### src/rtl/mcu_pkg.sv
// Shared definitions for the program loader: loader states and frame constants.
package mcu_pkg;

  typedef enum logic [2:0] {
    IDLE, HDR, LO, HI, WR, CSUM, DONE, ERR
  } loader_state_e;

  localparam int BYTES_PER_WORD = 2;
  localparam int CSUM_W         = 8;

  // States in which the loader takes a byte off the stream.
  function automatic logic accepts(loader_state_e s);
    return s inside {HDR, LO, HI, CSUM};
  endfunction

endpackage

### src/rtl/program_loader.sv
// Byte-stream boot loader: header, LO/HI instruction byte pairs, checksum.
// Holds the core off fetch while writing program memory from address 0.
module program_loader
  import mcu_pkg::*;
#(
  parameter  int WIDTH  = 12,
  parameter  int DEPTH  = 256,
  localparam int ADDR_W = $clog2(DEPTH)
) (
  input  logic              clk,
  input  logic              rst_n,
  input  logic              start,
  input  logic [7:0]        byte_in,
  input  logic              byte_valid,
  output logic              byte_ready,
  output logic [WIDTH-1:0]  load_instruction,
  output logic [ADDR_W-1:0] load_address,
  output logic              load_enable,
  output logic              cpu_hold,
  output logic              pm_enable,
  output logic              busy,
  output logic              done,
  output logic              load_err
);

  // Word count spans 1..256, so it needs one bit more than a byte.
  localparam int CNT_W = 9;

  loader_state_e     state, state_d;
  logic [CNT_W-1:0]  words_left;
  logic [CNT_W-1:0]  hdr_words;
  logic [CSUM_W-1:0] csum;
  logic              xfer;
  logic              oversize;

  assign xfer      = byte_valid && byte_ready;
  assign hdr_words = {1'b0, byte_in} + 9'd1;
  assign oversize  = int'(hdr_words) > DEPTH;

  always_comb begin
    state_d = state;
    case (state)
      IDLE:      if (start) state_d = HDR;
      HDR:       if (xfer) state_d = oversize ? ERR : LO;
      LO:        if (xfer) state_d = HI;
      HI:        if (xfer) state_d = WR;
      WR:        state_d = (words_left == 9'd1) ? CSUM : LO;
      CSUM:      if (xfer) state_d = (byte_in == csum) ? DONE : ERR;
      DONE, ERR: state_d = IDLE;
      default:   state_d = IDLE;
    endcase
  end

  always_ff @(posedge clk or negedge rst_n) begin
    if (!rst_n) begin
      state            <= IDLE;
      byte_ready       <= 1'b0;
      load_err         <= 1'b0;
      csum             <= '0;
      words_left       <= '0;
      load_address     <= '0;
      load_instruction <= '0;
    end else begin
      state      <= state_d;
      // Registered ready: mirrors whether the next state takes bytes.
      byte_ready <= accepts(state_d);
      if (state == IDLE && start) begin
        load_err     <= 1'b0;
        csum         <= '0;
        load_address <= '0;
      end
      if (state_d == ERR) load_err <= 1'b1;
      if (xfer && state inside {HDR, LO, HI}) csum <= csum + byte_in;
      if (xfer && state == HDR) words_left <= hdr_words;
      if (xfer && state == LO) load_instruction[7:0] <= byte_in;
      // Upper byte bits beyond WIDTH are dropped here but were summed above.
      if (xfer && state == HI) load_instruction[WIDTH-1:8] <= byte_in[WIDTH-9:0];
      if (state == WR) begin
        load_address <= load_address + 1'b1;
        words_left   <= words_left - 1'b1;
      end
    end
  end

  assign load_enable = (state == WR);
  assign busy        = (state != IDLE);
  assign cpu_hold    = busy;
  assign pm_enable   = ~cpu_hold;
  assign done        = (state == DONE) || (state == ERR);

endmodule
### config.mk
export PLATFORM = sky130hd
export DESIGN_NAME = program_loader
export DESIGN_NICKNAME = d
export VERILOG_FILES = /design/src/rtl/mcu_pkg.sv /design/src/rtl/program_loader.sv
export SDC_FILE = /design/constraint.sdc
export NUM_CORES = 1
export LEC_CHECK = 0
export ABC_AREA = 1
export BUFFER_PORTS_ARGS = -buffer_cell sky130_fd_sc_hd__buf_4
export CORE_UTILIZATION = 25
export DETAILED_ROUTE_END_ITERATION = 12
export GPL_TIMING_DRIVEN = 0
export SYNTH_ARGS = -nofsm -noshare
export SYNTH_HDL_FRONTEND = slang
export SYNTH_SLANG_ARGS = --single-unit
### constraint.sdc
create_clock -name clk -period 2.15 [get_ports clk]
set_input_delay 0.215 -clock clk [delete_from_list [all_inputs] [get_ports clk]]
set_output_delay 0.215 -clock clk [all_outputs]
set_load 0.05 [all_outputs]
* Yosys cells after proc, flatten, opt, wreduce, memory -nomap -nowiden *
Index checks and enable logic that the tools add are counted.

storage, ports and cells
  flip-flop bits (word level) = 42
  input port bits = 12
  output and inout port bits = 27
  word-level logic and storage cells = 60

cells by class
  add/subtract/negate cells = 4
  $lt $le $gt $ge = 1
  equal/unequal tests = 14
  mux-type cells = 16
  bitwise operators = 1
  reductions and logical operators = 16

operator list
  operator               number
  $mux W8                3
  $mux W3                7
  $pmux W3 S7            1
  $eq A3 B3 Y1 const B   6
  $mux W9                2
  $eq A3 B2 Y1 const B   4
  $add A8 B1 Y9 const B  1
  $eq A9 B1 Y1 const B   1
  $gt A9 B9 Y1 const B   1
  $sub A9 B1 Y9 const B  1
  $add A8 B1 Y8 const B  1
  $add A8 B8 Y8          1
  $eq A8 B8 Y1           1
  $reduce_bool A2 Y1     4
  $eq A3 B1 Y1 const B   2
  $logic_and A1 B1 Y1    6
  $reduce_bool A3 Y1     2
  $reduce_bool A4 Y1     1
  $logic_not A3 Y1       1
  $mux W1                3
  $reduce_or A2 Y1       1
  $logic_or A1 B1 Y1     1
  $not A1 Y1             1

* Longest topological paths before layout *
  depth in word-level cells = 7
  mapped depth = 14
  depth with buffers taken out = 14

* Worst setup path before layout *
No wires, ideal clock.

  path type = flip-flop to output port
  start point = register state[1]
  end point = output cpu_hold
  data arrival time = 2.179 ns
  required time = 1.935 ns
  slack = -0.244 ns
  cell stages (with the launch flop) = 6
  buffers on the path = 1
  cells stage by stage = dfrtp_1 nor2_1 inv_2 nor2_1 inv_1 buf_4

between the ends
  cells in the longest elaborated chain, start to end = 1

RTL lines
  what                    line                  source
  from (decl)             program_loader.sv:29  loader_state_e state, state_d;
  from (signal assigned)  program_loader.sv:64  state <= state_d;
  $reduce_bool A3 Y1      program_loader.sv:86  assign busy = (state != IDLE);
  to (decl)               program_loader.sv:19  output logic cpu_hold,

No other way between the ends.

* Worst setup path after layout *
  start point = register state[1]
  end point = output load_enable

between the ends
  cells in the longest elaborated chain, start to end = 1

RTL lines
  what          line                  source
  $eq A3 B3 Y1  program_loader.sv:85  assign load_enable = (state == WR);
  to (decl)     program_loader.sv:18  output logic load_enable,

No other way between the ends.

==> metrics <==
clock-pin slew on the worst setup and hold paths=0.10 ns; global-route usage over all layers=0.122; launch point of the worst reg-to-reg path=csum[0]; CP arrival=1.77 ns; Fin. Hold Viols=0; Reg2Reg Depth=12; hold_sp=byte_in[2]; Max Clock Skew=0.0138 ns; Fin Setup TNS=0 ns; Finish-stage setup viols=0; max-slew headroom at the worst pin=0.626; Post-DRT Antenna Nets=0; RSZ-0062 raised after global routing=false; final worst path period need=1.98 ns; worst min path class=in2reg; Hold EP=load_instruction[10]; Worst Tran Pin Value=0.561 ns; via count=2255; status=finished clean; final RePlAce weighted congestion=0.803; global-route wire length before repair=9.85 mm; final design utilization=0.314; WL/cell=11.5 um; cts bufs inserted=5; slowest stage cell, crit path=dfrtp_1; crit path max fanout=10; Final Total Pwr=0.00401 W; critical path endpoint category=output pin; TritonCTS clock tree=built; Core ar.=9680 um2; #FFs+latches synth=42; WHS Path Cells=3; Max Cap Viol=0; gr ovfl total=0; final cell count without fillers=509; DRC Markers=0; worst path buffer plus inverter count=4; Reg power frac=0.318; Core Rows=36; commonest non-fill, non-tap cells in the layout=90 x nand2_1, 46 x inv_1, 42 x dfrtp_1; syn nets=353; Logic pwr share=0.547; layout cells sized above 1=0.170; commonest non-fill, non-tap cell in the layout=nand2_1; H-tree Lvls=2; Netlist cell types=31; # diodes=0; CP Class=reg2out; type of origin of the critical path=flop; required time of the worst setup path=1.93 ns; clock share of power=0.135; Die Y-Extent=102 um; Final Cycle Share=0.922; CP max stage delay=0.43 ns; Critical Path Source=state[1]; die area=10300 um2; CP most frequent cell=buf_4; internal power=0.00201 W; Detailed Route WL=5.87 mm; Placed Cells=500; cell taking the most area after synthesis=dfrtp_1; post-CTS setup buffers=0; initial antenna violation count=0; largest net degree at the start of global routing=43; Horiz. Die Dim=102 um; clk buf depth=2; Ports=39; Net Sw Power=0.00200 W; hpwl dp=4.49 mm; nets@finish=399; share of the synthesized area in the top cell type=0.423; routed vias/inst=4.43; top post-synthesis cells by area=dfrtp_1 42%, nand2_1 14%, inv_1 6.9%, o21ai_0 6.8%, ha_1 5.5%; worst vdd ir=0.687 mV; Synth Warn #=0; synthesized cell area=2480 um2; r2r endpoint=csum[6]; CP delay by family, top=buffers and inverters; DRT Pass-1 Iters=4; ordered list of cells on the worst path=nor2_1 > inv_2 > nor2_2 > buf_4 > buf_2 > buf_4; Area growth syn-to-layout=22.4%; mean post-synth cell area=7.55 um2; cell count after synthesis=329; root buf cell=clkbuf_8; Net Sw Frac=0.498; sequential area share after synthesis=0.423; pwr/cell area=1320 nW/um2; f_max=504 MHz; Final Max Tran Viols=0; Iter 0 DRT Violations=145; port bufs=38; R2R setup slack=0.18 ns; Num Clock Sinks=42; Clk Latency, worst-skew pair=0.30 ns; Lkg Pwr=1.55 nW; starting density of the core=0.257; vias in the first global route=2083
## cell usage after synthesis, drive strengths merged
cell type  count
a21oi         14
a32o           1
o22ai          2
a31oi          1
ha            11
a21o           1
dfrtp         42
xor2           5
nor3b          1
o221ai         1
inv           50
clkbuf         1
nor3           4
nor2          31
nand3         19
fa             1
nor4           3
o311ai         1
o21ai         34
o31ai          2
o211ai         5
o21a           1
nand2         91
a22o           3
buf            4
## cell families after synthesis
kind of cell    share of synthesized area
compound gates                      0.153
xor+xnor                           0.0176
fa+ha+maj                          0.0634
buf+inv                            0.0881
flops                               0.423
simple gates                        0.255
## per-layer routing
metal / global-route usage / part of all wire / vias to the layer above / wire, um
met1: 0.171 / 0.51 / 1047 / 2970
met5: 0 / 0 / - / 0
li1: - / - / 1164 / -
met2: 0.190 / 0.44 / 39 / 2590
met3: 0.0283 / 0.046 / 5 / 271
met4: 0.0301 / 0.0049 / 0 / 29
## cell type report
class                   instances  area, um2
well taps                     133        166
flip-flops and latches         42       1050
multi-input cells             232       1220
clock inverters                 3       23.8
fillers                      1043       6640
clock buffers                   5       68.8
repair buffers                 39        295
inverters                      50        188
plain buffers                   5       31.3
## power groups by stage
stage | Combinational, W | Sequential (W) | Clock, W
3_5_place_dp | 0.00221 | 0.00130 | 0
4_1_cts | 0.00222 | 0.00128 | 0.000569
2_1_floorplan | 0.00119 | 0.00170 | 0
5_1_grt | 0.00246 | 0.00133 | 0.000591
6_report | 0.00220 | 0.00128 | 0.000542
3_3_place_gp | 0.00217 | 0.00129 | 0
## through the flow
step                      hold WS (ns)  cell area, um2  setup WS, ns
after floorplan                -0.0806            2490         0.133
after global placement           0.251            2940         0.206
after detailed placement         0.258            2940         0.160
after CTS                        0.222            3040         0.149
after global routing             0.241            3040        0.0177
final                            0.220            3040         0.168
## state kept, by name (all words and copies together), names as in the netlist
| register | flops |
|---|---|
| csum | 8 |
| load_instruction | 12 |
| byte_ready | 1 |
| load_address | 8 |
| load_err | 1 |
| words_left | 9 |
| state | 3 |
## worst min-delay path, stage by stage
cell	delay, ns
buf_4	0.14
inv_1	0.06
o21ai_0	0.07
## timing repair
item / 4_1_cts / 5_1_grt
setup endpoints to repair: 0 / 0
hold endpoints to repair: 42 / 0
gates resized for setup: 0 / 0
hold buffers: 1 / 0
## worst max path at each step
stage / cells past startpoint / end / slack (ns)
after floorplan: 5 / cpu_hold / 0.13
after global placement: 12 / csum[6] / 0.21
after detailed placement: 12 / csum[6] / 0.16
after CTS: 6 / load_enable / 0.15
after global routing: 12 / csum[6] / 0.02
final: 6 / load_enable / 0.17
(Power assumes the default switching activity.)
